### src/rtl/pipe_ctrl_pkg.sv
// Shared constants and state encoding for the pipeline sequencer.
package pipe_ctrl_pkg;

  typedef enum logic [1:0] {
    ST_IDLE  = 2'd0,
    ST_RUN   = 2'd1,
    ST_FLUSH = 2'd2
  } state_e;

  localparam logic [5:0]  STALL_NONE = 6'b000000;
  localparam logic [5:0]  STALL_ID   = 6'b000111;
  localparam logic [5:0]  STALL_EX   = 6'b001111;

  localparam logic [31:0] EXCP_VECTOR_DEF = 32'h0000_0020;
  localparam int          MC_LEN_W_DEF    = 6;

endpackage

### src/rtl/pipe_ctrl_if.sv
// Pipeline-to-sequencer bus: hazard/multi-cycle/exception requests in, stall/flush/redirect out.
interface pipe_ctrl_if #(
  parameter int MC_LEN_W = 6
);
  logic                stallreq_id;
  logic                stallreq_ex;
  logic                mc_start;
  logic [MC_LEN_W-1:0] mc_len;
  logic                mc_abort;
  logic                excp_valid;
  logic                eret;
  logic [31:0]         cp0_epc;
  logic [5:0]          stall;
  logic                flush;
  logic [31:0]         new_pc;
  logic                mc_busy;
  logic                mc_done;

  modport master (
    output stallreq_id, stallreq_ex, mc_start, mc_len, mc_abort,
           excp_valid, eret, cp0_epc,
    input  stall, flush, new_pc, mc_busy, mc_done
  );

  modport slave (
    input  stallreq_id, stallreq_ex, mc_start, mc_len, mc_abort,
           excp_valid, eret, cp0_epc,
    output stall, flush, new_pc, mc_busy, mc_done
  );
endinterface

### src/rtl/pipe_ctrl_mc_timer.sv
// Loadable down-counter timing the remaining cycles of a multi-cycle EX operation.
module mc_timer #(
  parameter int MC_LEN_W = 6
) (
  input  logic                clk,
  input  logic                rst,
  input  logic                load,
  input  logic [MC_LEN_W-1:0] load_val,
  input  logic                dec,
  input  logic                abort,
  input  logic                clear,
  output logic                last
);

  logic [MC_LEN_W-1:0] cnt;

  always_ff @(posedge clk) begin
    if (!rst) begin
      cnt <= '0;
    end else if (clear || abort) begin
      cnt <= '0;
    end else if (load) begin
      cnt <= load_val;
    end else if (dec && (cnt != '0)) begin
      cnt <= cnt - MC_LEN_W'(1);
    end
  end

  assign last = (cnt == MC_LEN_W'(1));

endmodule

### src/rtl/pipe_ctrl.sv
// Pipeline sequencer: merges stall requests, times mult/div, turns exceptions/ERET into flush+redirect.
// Optional PIPE_CTRL_PERF_EN adds stall_cycles/flush_count performance counters.
//
// state    | meaning
// ST_IDLE  | no multi-cycle op; hazard stalls, mc_start and exceptions accepted
// ST_RUN   | multi-cycle op running, front end held
// ST_FLUSH | one dead cycle after a flush, all requests ignored
module pipe_ctrl
  import pipe_ctrl_pkg::*;
#(
  parameter logic [31:0] EXCP_VECTOR = EXCP_VECTOR_DEF,
  parameter int          MC_LEN_W    = MC_LEN_W_DEF
) (
  input  logic        clk,
  input  logic        rst,
  pipe_ctrl_if.slave  bus
`ifdef PIPE_CTRL_PERF_EN
  ,
  output logic [31:0] stall_cycles,
  output logic [31:0] flush_count
`endif
);

  state_e              state, state_n;
  logic [MC_LEN_W-1:0] mc_n;
  logic                t_load, t_dec, t_abort, t_clear, t_last;
  logic [5:0]          stall;
  logic                flush, mc_busy, mc_done;
  logic [31:0]         new_pc;

  mc_timer #(.MC_LEN_W(MC_LEN_W)) u_mc_timer (
    .clk      (clk),
    .rst      (rst),
    .load     (t_load),
    .load_val (mc_n - MC_LEN_W'(1)),
    .dec      (t_dec),
    .abort    (t_abort),
    .clear    (t_clear),
    .last     (t_last)
  );

  assign mc_n = (bus.mc_len == '0) ? MC_LEN_W'(1) : bus.mc_len;

  // Outputs are held quiet while reset is asserted even if requests are already active.
  always_comb begin
    stall   = STALL_NONE;
    flush   = 1'b0;
    new_pc  = '0;
    mc_busy = 1'b0;
    mc_done = 1'b0;
    state_n = state;
    t_load  = 1'b0;
    t_dec   = 1'b0;
    t_abort = 1'b0;
    t_clear = 1'b0;
    if (rst) begin
      unique case (state)
        ST_IDLE: begin
          if (bus.excp_valid) begin
            flush   = 1'b1;
            new_pc  = bus.eret ? bus.cp0_epc : EXCP_VECTOR;
            t_clear = 1'b1;
            state_n = ST_FLUSH;
          end else if (bus.mc_start) begin
            stall = STALL_EX;
            if (mc_n == MC_LEN_W'(1)) begin
              mc_done = 1'b1;
            end else begin
              t_load  = 1'b1;
              state_n = ST_RUN;
            end
          end else if (bus.stallreq_ex) begin
            stall = STALL_EX;
          end else if (bus.stallreq_id) begin
            stall = STALL_ID;
          end
        end
        ST_RUN: begin
          mc_busy = 1'b1;
          if (bus.excp_valid) begin
            flush   = 1'b1;
            new_pc  = bus.eret ? bus.cp0_epc : EXCP_VECTOR;
            t_clear = 1'b1;
            state_n = ST_FLUSH;
          end else if (bus.mc_abort) begin
            stall   = STALL_EX;
            t_abort = 1'b1;
            state_n = ST_IDLE;
          end else begin
            stall = STALL_EX;
            if (t_last) begin
              mc_done = 1'b1;
              state_n = ST_IDLE;
            end else begin
              t_dec = 1'b1;
            end
          end
        end
        ST_FLUSH: state_n = ST_IDLE;
        default:  state_n = ST_IDLE;
      endcase
    end
  end

  always_ff @(posedge clk) begin
    if (!rst) state <= ST_IDLE;
    else      state <= state_n;
  end

  assign bus.stall   = stall;
  assign bus.flush   = flush;
  assign bus.new_pc  = new_pc;
  assign bus.mc_busy = mc_busy;
  assign bus.mc_done = mc_done;

`ifdef PIPE_CTRL_PERF_EN
  always_ff @(posedge clk) begin
    if (!rst) begin
      stall_cycles <= '0;
      flush_count  <= '0;
    end else begin
      if (stall[0]) stall_cycles <= stall_cycles + 32'd1;
      if (flush)    flush_count  <= flush_count + 32'd1;
    end
  end
`endif

endmodule

### src/flat_wrapper.sv
// flat-port wrapper written by rule: the top's interface ports become plain ports
module pipe_ctrl_flat import pipe_ctrl_pkg::*;
#(
  parameter logic [31:0] EXCP_VECTOR = EXCP_VECTOR_DEF,
  parameter int          MC_LEN_W    = MC_LEN_W_DEF
)
  (clk, rst, bus_stallreq_id, bus_stallreq_ex, bus_mc_start, bus_mc_len, bus_mc_abort, bus_excp_valid, bus_eret, bus_cp0_epc, bus_stall, bus_flush, bus_new_pc, bus_mc_busy, bus_mc_done);
  pipe_ctrl_if #(.MC_LEN_W(MC_LEN_W)) bus_i ();
  input  logic clk;
  input  logic rst;
  input wire logic [$bits(bus_i.stallreq_id)-1:0] bus_stallreq_id;
  input wire logic [$bits(bus_i.stallreq_ex)-1:0] bus_stallreq_ex;
  input wire logic [$bits(bus_i.mc_start)-1:0] bus_mc_start;
  input wire logic [$bits(bus_i.mc_len)-1:0] bus_mc_len;
  input wire logic [$bits(bus_i.mc_abort)-1:0] bus_mc_abort;
  input wire logic [$bits(bus_i.excp_valid)-1:0] bus_excp_valid;
  input wire logic [$bits(bus_i.eret)-1:0] bus_eret;
  input wire logic [$bits(bus_i.cp0_epc)-1:0] bus_cp0_epc;
  output wire logic [$bits(bus_i.stall)-1:0] bus_stall;
  output wire logic [$bits(bus_i.flush)-1:0] bus_flush;
  output wire logic [$bits(bus_i.new_pc)-1:0] bus_new_pc;
  output wire logic [$bits(bus_i.mc_busy)-1:0] bus_mc_busy;
  output wire logic [$bits(bus_i.mc_done)-1:0] bus_mc_done;
  assign bus_i.stallreq_id = bus_stallreq_id;
  assign bus_i.stallreq_ex = bus_stallreq_ex;
  assign bus_i.mc_start = bus_mc_start;
  assign bus_i.mc_len = bus_mc_len;
  assign bus_i.mc_abort = bus_mc_abort;
  assign bus_i.excp_valid = bus_excp_valid;
  assign bus_i.eret = bus_eret;
  assign bus_i.cp0_epc = bus_cp0_epc;
  assign bus_stall = bus_i.stall;
  assign bus_flush = bus_i.flush;
  assign bus_new_pc = bus_i.new_pc;
  assign bus_mc_busy = bus_i.mc_busy;
  assign bus_mc_done = bus_i.mc_done;
  pipe_ctrl #(.EXCP_VECTOR(EXCP_VECTOR), .MC_LEN_W(MC_LEN_W)) u_core (.clk(clk), .rst(rst), .bus(bus_i));
endmodule
### config.mk
export PLATFORM = sky130hd
export DESIGN_NAME = pipe_ctrl_flat
export DESIGN_NICKNAME = d
export VERILOG_FILES = /design/src/rtl/pipe_ctrl_pkg.sv /design/src/rtl/pipe_ctrl_if.sv /design/src/rtl/pipe_ctrl_mc_timer.sv /design/src/rtl/pipe_ctrl.sv /design/src/flat_wrapper.sv
export SDC_FILE = /design/constraint.sdc
export NUM_CORES = 1
export LEC_CHECK = 0
export CORE_ASPECT_RATIO = 0.7
export CORE_MARGIN = 2
export CORE_UTILIZATION = 31
export DETAILED_ROUTE_END_ITERATION = 10
export GPL_TIMING_DRIVEN = 0
export HOLD_SLACK_MARGIN = 0.05
export PLACE_DENSITY_LB_ADDON = 0.08
export SYNTH_ARGS = -nofsm -noshare
export SYNTH_HDL_FRONTEND = slang
export SYNTH_HIERARCHICAL = 1
export SYNTH_SLANG_ARGS = --single-unit
### constraint.sdc
create_clock -name clk -period 2.55 [get_ports clk]
set_input_delay 0.6375 -clock clk [delete_from_list [all_inputs] [get_ports clk]]
set_output_delay 0.6375 -clock clk [all_outputs]
set_load 0.02 [all_outputs]
==> flow_summary_export.csv <==
group,metric,value,unit
synth,synth_area,975,um2
setup_path,path_class,"input port to primary output",
synth,ys_seq_elements,8,
sta,tightest_slew,0.510,ns
setup_path,critPathCaptureType,"primary output",
place,post-place-ws,-0.697,ns
global_routing,globalRouteOverflowTotal,0,
setup_path,rrSetupSlack,0.45,ns
synth,ys_seq_area_share,16.4,%
min_path,hold_path.class,"flop to flop",
synth,synth_top_area_share,22.5,%
setup_path,timing.rr.start,"u_core/u_mc_timer/cnt[1]",
setup_path,reg2reg_to,"u_core/u_mc_timer/cnt[0]",
setup_path,worstPathMaxFanout,10,
global_routing,grt_pass1_vias,1112,
route,firstDrtPassIters,4,
synth,avgSynthCellArea,7.33,um2
route,drcViolationCount,0,
synth,synth.distinct_cells,38,
die,die_w,71.0,um
setup_path,crit_arrival,1.87,ns
global_routing,grtUsageTotal,17.4,%
sta,fin_crit,2.51,ns
setup_path,crit_path_top_delay_cell,"clkdlybuf4s50_1",
route,ant_nets,0,
synth,synth_area_leaders,"and2_1, dfxtp_1, ha_1, buf_4, inv_1",
clocking,cts_root_buffer,"clkbuf_8",
power_and_ir_drop,irDropWorstVdd,205,uV
synth,synth-adder-area-share,6.42,%
route,routed_via_density,4.75,
sta,fin_setup_tns,0,ns
sta,hold_viol,0,
place,finalWeightedCongestion,0.870,
setup_path,max_stage_delay,0.47,ns
die,die-area,3620,um2
clocking,cts_buffers,3,
setup_path,start_kind,"input port",
sta,finalWorstSetupSlack,0.0426,ns
cells_and_area,fin_nets,277,
min_path,whs_endpoint,"u_core/u_mc_timer/cnt[2]",
power_and_ir_drop,powerDensity,267,nW/um2
global_routing,antenna_found_initial,0,
clocking,clock_latency,0.23,ns
cells_and_area,drive_gt1_share,26.8,%
cells_and_area,syn_to_final_growth,91.4,%
clocking,path_clk_slew,0.04,ns
global_routing,grt_pass1_wl,4.93,mm
clocking,ctsLongestPathBuffers,2,
route,wl_met1,1.41,mm
sta,rsz0062_at_grt,"no",
min_path,hold_depth,2,
setup_path,rr_worst_depth,8,
clocking,clock_sinks,8,
route,wire_per_inst,12.9,um
route,wl_met3,275,um
route,met2_length,1.62,mm
sta,slew_headroom,65.9,%
place,dpl.hpwl,2.75,mm
sta,period_share,98.3,%
cells_and_area,mostFrequentLayoutCell,"clkdlybuf4s50_1",
synth,synth_top_area_cell,"and2_1",
route,highest_layer,"met4",
clocking,tritoncts,"yes",
die,io_pins,87,
run,maxCapViolCount,0,
power_and_ir_drop,p_leak,0.905,nW
route,drtIter0Drc,11,
synth,synthCells,133,
die,rows,16,
min_path,hold_start,"u_core/u_mc_timer/cnt[2]",
sta,skew,0.00378,ns
die,core,2900,um2
sta,max_freq,399,MHz
synth,synth.area.mux_share,0,%
place,port_buffers,84,
cells_and_area,mostFrequentLayoutCells,"clkdlybuf4s50_1, and2_1, clkbuf_2",
setup_path,cp.required,1.91,ns
synth,synth_warnings,6,
outcome,status,"finished, final reports clean",
sta,setup_viol,0,
die,start_util,33.6,%
clocking,h-tree-depth,1,
setup_path,crit_chain,"clkdlybuf4s50_1 > and3_4 > buf_4 > and2_1 > clkdlybuf4s15_2",
route,wl,3.36,mm
cells_and_area,diodes,0,
route,via_count,1236,
die,die_h,50.9,um
synth,synth-compound-area-share,13.6,%
synth,synth_top_family_by_area,"simple AND/OR/NAND/NOR gates",
synth,yosys.area_share.simple,49.0,%
synth,yosys.area_share.xor_xnor,4.49,%
global_routing,grt_max_degree,11,
sta,drv_slew,0,
==> timing repair <==
| item | CTS | global route |
|---|---|---|
| pin swaps | 2 | 4 |
| hold buffers | 0 | 0 |
| setup buffers | 0 | 3 |
| resized for setup | 107 | 28 |
| setup endpoints to repair | 45 | 24 |
| gates cloned | 0 | 0 |
==> power breakdown <==
part           switching (W)  internal, W
Combinational      0.0000902     0.000118
Clock              0.0000499     0.000102
Sequential        0.00000725     0.000131
==> kinds of logic (layout without fill, tap and decap cells) <==
group	Yosys count	in the layout
XOR/XNOR	5	5
adder cells (fa/ha/maj)	5	5
AO/OA/AOI/OAI	17	17
buffers and inverters	18	108
other	1	2
flip-flops	8	8
AND/OR/NAND/NOR	79	79
==> cell usage after synthesis <==
cell       n
nand2b_1   1
conb_1     1
o21ai_0    2
nor2b_4    1
and3_2     1
nand3b_1   2
a21oi_1    4
nor2_4     1
nand3_1    4
or3_1      2
xor2_1     3
a31oi_4    1
or4_1      1
a211oi_2   1
inv_1     10
o211a_1    1
nor2_2     1
dfxtp_1    8
a311oi_1   1
nor3_1     6
nand4_1    3
clkbuf_1   1
and3_1     1
a21boi_0   2
a211oi_1   1
nand2_1    4
xnor2_1    2
nor2b_1    3
nor3b_1    1
buf_4      7
and2_1    35
and3_4     1
a21o_1     2
ha_1       5
nor4b_1    1
or3b_1     1
nor2_1     9
a31oi_1    2
==> routing by layer <==
layer / GRT usage (%) / vias to the layer above
met2: 34.6 / 60
met3: 3.35 / 5
li1: - / 621
met5: 0 / -
met4: 6.60 / 0
met1: 18.2 / 550
==> per-stage QoR <==
| step | total power, W | cell area, um2 | hold slack [ns] | util [%] | std cells |
|---|---|---|---|---|---|
| floorplan | 0.000234 | 978 | 0.541 | - | 134 |
| global placement | 0.000350 | 1860 | 0.558 | 64.2 | 254 |
| finish | 0.000499 | 1870 | 0.580 | 64.3 | 260 |
| global route | 0.000521 | 1870 | 0.613 | 64.3 | 260 |
| detailed placement | 0.000354 | 1860 | 0.577 | 64.2 | 254 |
| CTS | 0.000502 | 1890 | 0.580 | 65.0 | 257 |
==> flip-flops by register name (all words and copies together) (netlist names) <==
| name | count |
|---|---|
| u_core/state | 2 |
| u_core/u_mc_timer/cnt | 6 |
==> worst max path at each step <==
stage | start | to | slack, ns | depth (start not counted)
3_3_place_gp | bus_mc_len[2] | bus_mc_done | -0.61 | 7
4_1_cts | bus_mc_len[3] | bus_mc_done | -0.14 | 7
5_1_grt | rst | bus_new_pc[15] | 0.0005 | 6
2_1_floorplan | rst | bus_new_pc[5] | 0.30 | 3
6_report | bus_eret | bus_new_pc[6] | 0.04 | 5
3_5_place_dp | bus_mc_len[2] | bus_mc_done | -0.70 | 7
==> worst max-delay path: cells and delay by family <==
| family | cells | cell delay (ns) |
|---|---|---|
| buffers and inverters | 3 | 0.88 |
| and+or+nand+nor | 2 | 0.35 |
==> cell type report <==
| cell class | instances | area (um2) |
|---|---|---|
| Inverter | 10 | 37.5 |
| Buffer | 8 | 61.3 |
| Multi-Input combinational cell | 108 | 753 |
| Clock buffer | 3 | 41.3 |
| Tap cell | 36 | 45.0 |
| Fill cell | 257 | 1040 |
| Sequential cell | 8 | 160 |
| Timing Repair Buffer | 87 | 767 |
Power figures use the tool's default switching activity.
